## config.mk

```make
export PLATFORM = sky130hd
export DESIGN_NAME = rom_access_arbiter
export DESIGN_NICKNAME = d
export VERILOG_FILES = /design/src/rtl/rom_access_arbiter.sv
export SDC_FILE = /design/constraint.sdc
export NUM_CORES = 1
export LEC_CHECK = 0
export CORE_AREA = 4 4 57 59
export CTS_CLUSTER_SIZE = 24
export DETAILED_ROUTE_END_ITERATION = 7
export DIE_AREA = 0 0 61 63
export PLACE_DENSITY = 0.72
export SYNTH_ARGS = -nofsm -noshare
export SYNTH_HDL_FRONTEND = slang
export SYNTH_SLANG_ARGS = --single-unit
```

## constraint.sdc

```tcl
create_clock -name clk -period 2.73 [get_ports clk]
set_input_delay 0.6825 -clock clk [delete_from_list [all_inputs] [get_ports clk]]
set_output_delay 0.6825 -clock clk [all_outputs]
set_load 0.02 [all_outputs]
```

## src/rtl/rom_access_arbiter.sv

```systemverilog
// Round-robin arbiter sharing one synchronous ROM between two requesters.
// Define ROM_ARB_LOCK_EN to add lock0/lock1 burst ownership.
module rom_access_arbiter #(
  parameter int ADDR_W  = 5,
  parameter int DATA_W  = 4,
  parameter int ROM_LAT = 2
) (
  input  logic              clk,
  input  logic              reset,
  input  logic              req0,
  input  logic [ADDR_W-1:0] addr0,
  input  logic              req1,
  input  logic [ADDR_W-1:0] addr1,
`ifdef ROM_ARB_LOCK_EN
  input  logic              lock0,
  input  logic              lock1,
`endif
  input  logic [DATA_W-1:0] rom_data,
  output logic [ADDR_W-1:0] rom_addr,
  output logic              gnt0,
  output logic              gnt1,
  output logic              rsp_valid0,
  output logic [DATA_W-1:0] rsp_data0,
  output logic              rsp_valid1,
  output logic [DATA_W-1:0] rsp_data1,
  output logic              busy
);

  typedef enum logic [1:0] {
    IDLE,
    WAIT,
    DONE
  } state_t;

  localparam logic [2:0] LAT = 3'(ROM_LAT);

  state_t     state;
  logic [2:0] cnt;
  logic       last_gnt;
  logic       hold;
  logic       hold_id;
  logic       pick0;
  logic       pick1;

`ifdef ROM_ARB_LOCK_EN
  logic own_vld;
  logic own_id;

  assign hold    = own_vld && (own_id ? lock1 : lock0);
  assign hold_id = own_id;
`else
  assign hold    = 1'b0;
  assign hold_id = 1'b0;
`endif

  // a held lock restricts arbitration to the owner alone
  always_comb begin
    pick0 = 1'b0;
    pick1 = 1'b0;
    if (hold) begin
      pick0 = !hold_id && req0;
      pick1 = hold_id && req1;
    end else if (req0 && req1) begin
      pick0 = last_gnt;
      pick1 = !last_gnt;
    end else begin
      pick0 = req0;
      pick1 = req1;
    end
  end

  always_ff @(posedge clk or negedge reset) begin
    if (!reset) begin
      state      <= IDLE;
      cnt        <= '0;
      last_gnt   <= 1'b1;
      rom_addr   <= '0;
      gnt0       <= 1'b0;
      gnt1       <= 1'b0;
      rsp_valid0 <= 1'b0;
      rsp_valid1 <= 1'b0;
      rsp_data0  <= '0;
      rsp_data1  <= '0;
      busy       <= 1'b0;
`ifdef ROM_ARB_LOCK_EN
      own_vld    <= 1'b0;
      own_id     <= 1'b0;
`endif
    end else begin
      unique case (state)
        IDLE: begin
`ifdef ROM_ARB_LOCK_EN
          own_vld <= hold;
`endif
          if (pick0 || pick1) begin
            rom_addr <= pick0 ? addr0 : addr1;
            gnt0     <= pick0;
            gnt1     <= pick1;
            last_gnt <= pick1;
            cnt      <= LAT;
            busy     <= 1'b1;
            state    <= WAIT;
          end
        end
        WAIT: begin
          if (cnt == 3'd0) begin
            if (gnt0) begin
              rsp_valid0 <= 1'b1;
              rsp_data0  <= rom_data;
            end else begin
              rsp_valid1 <= 1'b1;
              rsp_data1  <= rom_data;
            end
            state <= DONE;
          end else begin
            cnt <= cnt - 3'd1;
          end
        end
        DONE: begin
`ifdef ROM_ARB_LOCK_EN
          if (gnt0 && lock0) begin
            own_vld <= 1'b1;
            own_id  <= 1'b0;
          end else if (gnt1 && lock1) begin
            own_vld <= 1'b1;
            own_id  <= 1'b1;
          end
`endif
          rsp_valid0 <= 1'b0;
          rsp_valid1 <= 1'b0;
          gnt0       <= 1'b0;
          gnt1       <= 1'b0;
          busy       <= 1'b0;
          state      <= IDLE;
        end
        default: state <= IDLE;
      endcase
    end
  end

endmodule

```

==> flow_metrics.env, run 1 <==
export IMPL_status="finished clean"
export IMPL_clock_sinks=24
export IMPL_synth_flop_cell="dfrtp_1"
export IMPL_wl_mm=2.55
export IMPL_synth_edf_count=0
export IMPL_die_x_um=61
export IMPL_finalHoldViolations=0
export IMPL_synthTopCellsByArea="dfrtp_1 (54%), o21ai_0 (4.2%), mux2_1 (4.2%)"
export IMPL_first_iter_violations=43
export IMPL_antenna_found_initial=0
export IMPL_path_max_fanout=4
export IMPL_cp_num_cells=1
export IMPL_gp_congestion=0.807
export IMPL_tns_ns=0
export IMPL_cts_repair_resized=0
export IMPL_crit_buf_inv=1
export IMPL_diodes=0
export IMPL_row_count=19
export IMPL_rsz0062_at_grt="no"
export IMPL_cts_hold_buf=0
export IMPL_crit_end="gnt0"
export IMPL_worst_path_max_delay_cell="clkdlybuf4s50_1"
export IMPL_synth_area_leader_cell="dfrtp_1"
export IMPL_arrival_ns=1.37
export IMPL_critical_path_class="register to output port"
export IMPL_overflow=0
export IMPL_cts_setup_buffers=0
export IMPL_cp_required_ns=2.05
export IMPL_worst_pin_slew_ns=0.449
export IMPL_clk_latency_ns=0.31
export IMPL_layout_nets=155
export IMPL_yosysMostFrequentCell="dfrtp_1"
export IMPL_r2r_start="cnt[0]"
export IMPL_worstSetupStartpointType="register"
export IMPL_grt_pass1_vias=961
export IMPL_first_pass_iters=4
export IMPL_coreArea_um2=2710
export IMPL_holdWs_ns=0.499
export IMPL_grt_max_degree=25
export IMPL_cts_tree="built"
export IMPL_mappedNetlistArea_um2=1060
export IMPL_finClkSkew_ns=0.00255
export IMPL_viasPerCell=5.41
export IMPL_slowest_delay_ns=0.64
export IMPL_synthArstFlopShare=1.00
export IMPL_cts_buffers=3
export IMPL_synthTopCellsByCount="dfrtp_1 (23), o21ai_0 (9), nand2_1 (7)"
export IMPL_cts_clk_slew_worst_paths_ns=0.13
export IMPL_htree_levels=1
export IMPL_reg2reg_depth=5
export IMPL_placed_cells=161
export IMPL_max_freq_ghz=0.488
export IMPL_dieArea_um2=3840
export IMPL_grt_pass1_wl_mm=4.30
export IMPL_cap_violations=0
export IMPL_drc=0
export IMPL_dieHeight_um=63
export IMPL_dp_hpwl_mm=1.99
export IMPL_port_buffers=35
export IMPL_grt_usage=0.144
export IMPL_syn_to_final_growth_pct=40.0
export IMPL_cp_end_kind="output port"
export IMPL_yosys_warnings=0
export IMPL_setup_viol=0
export IMPL_p_leak_uw=0.000625
export IMPL_via_count=893
export IMPL_ios=36
export IMPL_critPathTopFamily="buffers and inverters"
export IMPL_synth_top_cell_area_share=0.542
export IMPL_synth_seq_cells=24
export IMPL_hold_path_class="register to register"
export IMPL_wl_per_cell_um=15.5
export IMPL_syn_inst=96
export IMPL_maxSlewViolCount=0
export IMPL_root_buffer="clkbuf_4"
export IMPL_ir_drop_mv=0.638
export IMPL_ant_nets=0
export IMPL_final_fill_count=254
export IMPL_syn_nets=116
export IMPL_ys_seq_area_frac=0.567
export IMPL_clk_path_buf_depth=2
export IMPL_setup_worst_path_start="gnt0"
export IMPL_crit_path_cell_trace="clkdlybuf4s50_1"
export IMPL_fin_crit_sh=0.751
export IMPL_slew_headroom=0.700
export IMPL_final_cells=165
export IMPL_min_period_ns=2.05
export IMPL_p_per_area_nw_per_um2=1170
export IMPL_start_util=0.392
export IMPL_r2r_end="rsp_data1[3]"
export IMPL_avgSynthCellArea_um2=11.1
export IMPL_yosysUniqueCellTypes=27
export IMPL_drive_gt1_frac=0.112
export IMPL_r2r_slack_ns=1.15
[report_power, final]
| group | internal, uW | switching [uW] | total [uW] |
|---|---|---|---|
| logic | 439 | 462 | 901 |
| clock network | 81.5 | 105 | 186 |
| registers | 539 | 118 | 657 |
| total | 1060 | 685 | 1740 |
[through the flow]
stage / utilization / area, um^2 / power, uW / setup slack, ns
3_3_place_gp: 0.536 / 1450 / 1550 / 0.704
3_5_place_dp: 0.536 / 1450 / 1570 / 0.660
2_1_floorplan: - / 1060 / 1150 / 1.24
6_report: 0.549 / 1490 / 1740 / 0.679
4_1_cts: 0.549 / 1490 / 1770 / 0.651
5_1_grt: 0.549 / 1490 / 1880 / 0.597
[metal layers]
layer | global-route usage | vias to the layer above | share of wire
li1 | - | 421 | -
met1 | 0.185 | 432 | 0.41
met2 | 0.230 | 36 | 0.51
met3 | 0.0372 | 4 | 0.067
met4 | 0.0488 | 0 | 0.015
met5 | 0 | - | 0
[worst min path at each step]
stage / startpoint / to / slack [ns] / cells after the start
after floorplan: reset / busy / 0.39 / 0
after global placement: rsp_valid0 / rsp_valid0 / 0.46 / 2
after detailed placement: rsp_valid0 / rsp_valid0 / 0.47 / 2
after CTS: rsp_valid0 / rsp_valid0 / 0.51 / 2
after global routing: rsp_valid0 / rsp_valid0 / 0.53 / 2
final: rsp_valid0 / rsp_valid0 / 0.50 / 2
[cell families (layout without fill, tap and decap cells)]
logic type,after synthesis,count (layout),share of synthesized area
flops,24,24,0.567
buf+inv,7,45,0.0247
compound gates,28,28,0.159
mux,8,8,0.0848
simple gates,27,27,0.141
fa+ha+maj,2,2,0.0236
[area by class of cell]
type / count / area [um^2] / area share
Tap cell: 31 / 38.8 / 0.0261
Inverter: 5 / 18.8 / 0.0126
Clock buffer: 4 / 36.3 / 0.0244
Sequential cell: 24 / 602 / 0.405
Timing Repair Buffer: 36 / 358 / 0.241
Multi-Input combinational cell: 65 / 434 / 0.292
[placed cells by master (no fill, tap or decap), drive strengths merged, types with 2 or more instances in the layout]
cell,count
clkdlybuf4s50,35
dfrtp,23
o21ai,9
nand2,8
mux2,8
a21oi,6
a31oi,6
nand3,6
inv,5
clkbuf,4
nor2,3
nand2b,3
nor2b,2
or2,2
ha,2
[sequential cells by signal (all words and copies together), names as in the netlist]
name	cells
state	2
rom_addr	5
rsp_data0	4
busy	1
cnt	3
rsp_valid1	1
last_gnt	1
rsp_data1	4
rsp_valid0	1
gnt1	1
gnt0	1
Power figures use the tool's default switching activity.
==> inputs of run 2 (changes only) <==
- clock period: 2.73 -> 2.07 ns (I/O delays scaled with it)
==> flow_metrics.env, run 2 (synthesis gave the netlist of run 1 again) <==
export IMPL_arrival_ns=1.40
export IMPL_mostFrequentLayoutCells="clkdlybuf4s50_1 (35), dfrtp_1 (23), o21ai_0 (9)"
export IMPL_first_pass_iters=4
export IMPL_cts_repair_resized=0
export IMPL_antenna_found_initial=0
export IMPL_dieHeight_um=63
export IMPL_drc=0
export IMPL_setup_viol=0
export IMPL_ant_nets=0
export IMPL_worstSetupStartpointType="register"
export IMPL_grt_usage=0.146
export IMPL_ir_drop_mv=0.905
export IMPL_start_util=0.392
export IMPL_clk_latency_ns=0.32
export IMPL_grt_pass1_wl_mm=4.39
export IMPL_mostFrequentLayoutCell="clkdlybuf4s50_1"
export IMPL_port_buffers=35
export IMPL_worst_pin_slew_ns=0.515
export IMPL_reg_largest_list="rom_addr x5, rsp_data0 x4, rsp_data1 x4"
export IMPL_drive_gt1_frac=0.119
export IMPL_rsz0062_at_grt="no"
export IMPL_cts_hold_buf=0
export IMPL_cts_setup_buffers=0
export IMPL_root_buffer="clkbuf_4"
export IMPL_slowest_delay_ns=0.65
export IMPL_first_iter_violations=32
export IMPL_critical_path_class="register to output port"
export IMPL_cts_tree="built"
export IMPL_cap_violations=0
export IMPL_row_count=19
export IMPL_finalHoldViolations=0
export IMPL_path_max_fanout=4
export IMPL_cp_required_ns=1.55
export IMPL_p_per_area_nw_per_um2=1580
export IMPL_fin_crit_sh=0.926
export IMPL_status="finished clean"
export IMPL_pre_cts_ws_ns=0.258
export IMPL_dieArea_um2=3840
export IMPL_cts_buffers=3
export IMPL_cp_end_kind="output port"
export IMPL_clock_sinks=24
export IMPL_seqCellArea_um2=602
export IMPL_layout_nets=156
export IMPL_wl_per_cell_um=14.9
export IMPL_gp_congestion=0.825
export IMPL_setup_ws_ns=0.153
export IMPL_p_seq_frac=0.364
export IMPL_report_power_total_uw=2380
export IMPL_viasPerCell=5.47
export IMPL_multi_input_area_um2=434
export IMPL_min_period_ns=1.92
export IMPL_largest_reg_flops=5
export IMPL_p_leak_uw=0.000637
export IMPL_die_x_um=61
export IMPL_grt_pass1_vias=967
export IMPL_stdcell_area_um2=1510
export IMPL_worst_path_max_delay_cell="clkdlybuf4s50_1"
export IMPL_final_fill_count=250
export IMPL_p_int_uw=1480
export IMPL_ios=36
export IMPL_htree_levels=1
export IMPL_switchingPower_uw=899
export IMPL_maxSlewViolCount=0
export IMPL_syn_to_final_growth_pct=42.3
export IMPL_grt_max_degree=25
export IMPL_post_dp_cell_area_um2=1460
export IMPL_finClkSkew_ns=0.00711
export IMPL_max_freq_ghz=0.522
export IMPL_critPathTopFamily="buffers and inverters"
export IMPL_power_frac_clock=0.143
export IMPL_largest_register="rom_addr"
export IMPL_coreArea_um2=2710
export IMPL_p_sw_frac=0.377
export IMPL_cts_clk_slew_worst_paths_ns=0.14
export IMPL_via_count=908
export IMPL_hold_path_class="register to register"
export IMPL_dp_hpwl_mm=1.88
export IMPL_crit_path_cell_trace="clkdlybuf4s50_1"
export IMPL_clk_path_buf_depth=2
export IMPL_diodes=0
export IMPL_tns_ns=0
export IMPL_crit_buf_inv=1
export IMPL_p_comb_frac=0.494
export IMPL_overflow=0
export IMPL_wl_mm=2.48
export IMPL_slew_headroom=0.656
## run 2: changes by cell type in the layout (fill, tap and decap cells not counted), sizes merged
cell | previous run | this run
buf | 1 | 2
bufinv | 0 | 1
clkbuf | 4 | 3
## run 2: area by class of cell
cell class | count | area share
multi-input combinational | 65 | 0.287
clock inverter | 1 | 0.0199
timing repair buffer | 37 | 0.242
clock buffer | 3 | 0.0149
tap | 31 | 0.0257
inverter | 5 | 0.0124
sequential | 24 | 0.398
## run 2: stage by stage
| stage | cells | hold slack, ns | utilization |
|---|---|---|---|
| CTS | 166 | 0.502 | 0.558 |
| finish | 166 | 0.492 | 0.558 |
| floorplan | 96 | 0.222 | - |
| global route | 166 | 0.518 | 0.558 |
| global placement | 162 | 0.461 | 0.538 |
| detailed placement | 162 | 0.469 | 0.538 |
## run 2: worst paths after layout
path                        start  slack, ns  cells past startpoint      endpoint
max                          gnt0       0.15                      1          gnt0
min                          busy       0.49                      2          busy
max reg2reg                cnt[0]       0.49                      5  rsp_data1[0]
min reg2reg                  busy       0.49                      2          busy
max in group asynchronous   reset       1.23                      2      last_gnt
min in group asynchronous   reset       0.54                      2  rsp_data1[2]
## run 2: layer usage
| layer | part of all wire | up-vias | wire, um | track usage |
|---|---|---|---|---|
| li1 | - | 423 | - | - |
| met1 | 0.42 | 450 | 1030 | 0.181 |
| met2 | 0.50 | 33 | 1230 | 0.238 |
| met3 | 0.080 | 2 | 199 | 0.0620 |
| met4 | 0.0053 | 0 | 13 | 0.0217 |
| met5 | 0 | - | 0 | 0 |
## run 2: power by group through the flow
| stage | clock network [uW] | registers [uW] | logic (uW) |
|---|---|---|---|
| 2_1_floorplan | 0 | 1070 | 452 |
| 3_3_place_gp | 0 | 865 | 1170 |
| 3_5_place_dp | 0 | 875 | 1180 |
| 4_1_cts | 349 | 869 | 1190 |
| 5_1_grt | 373 | 905 | 1290 |
| 6_report | 340 | 867 | 1180 |
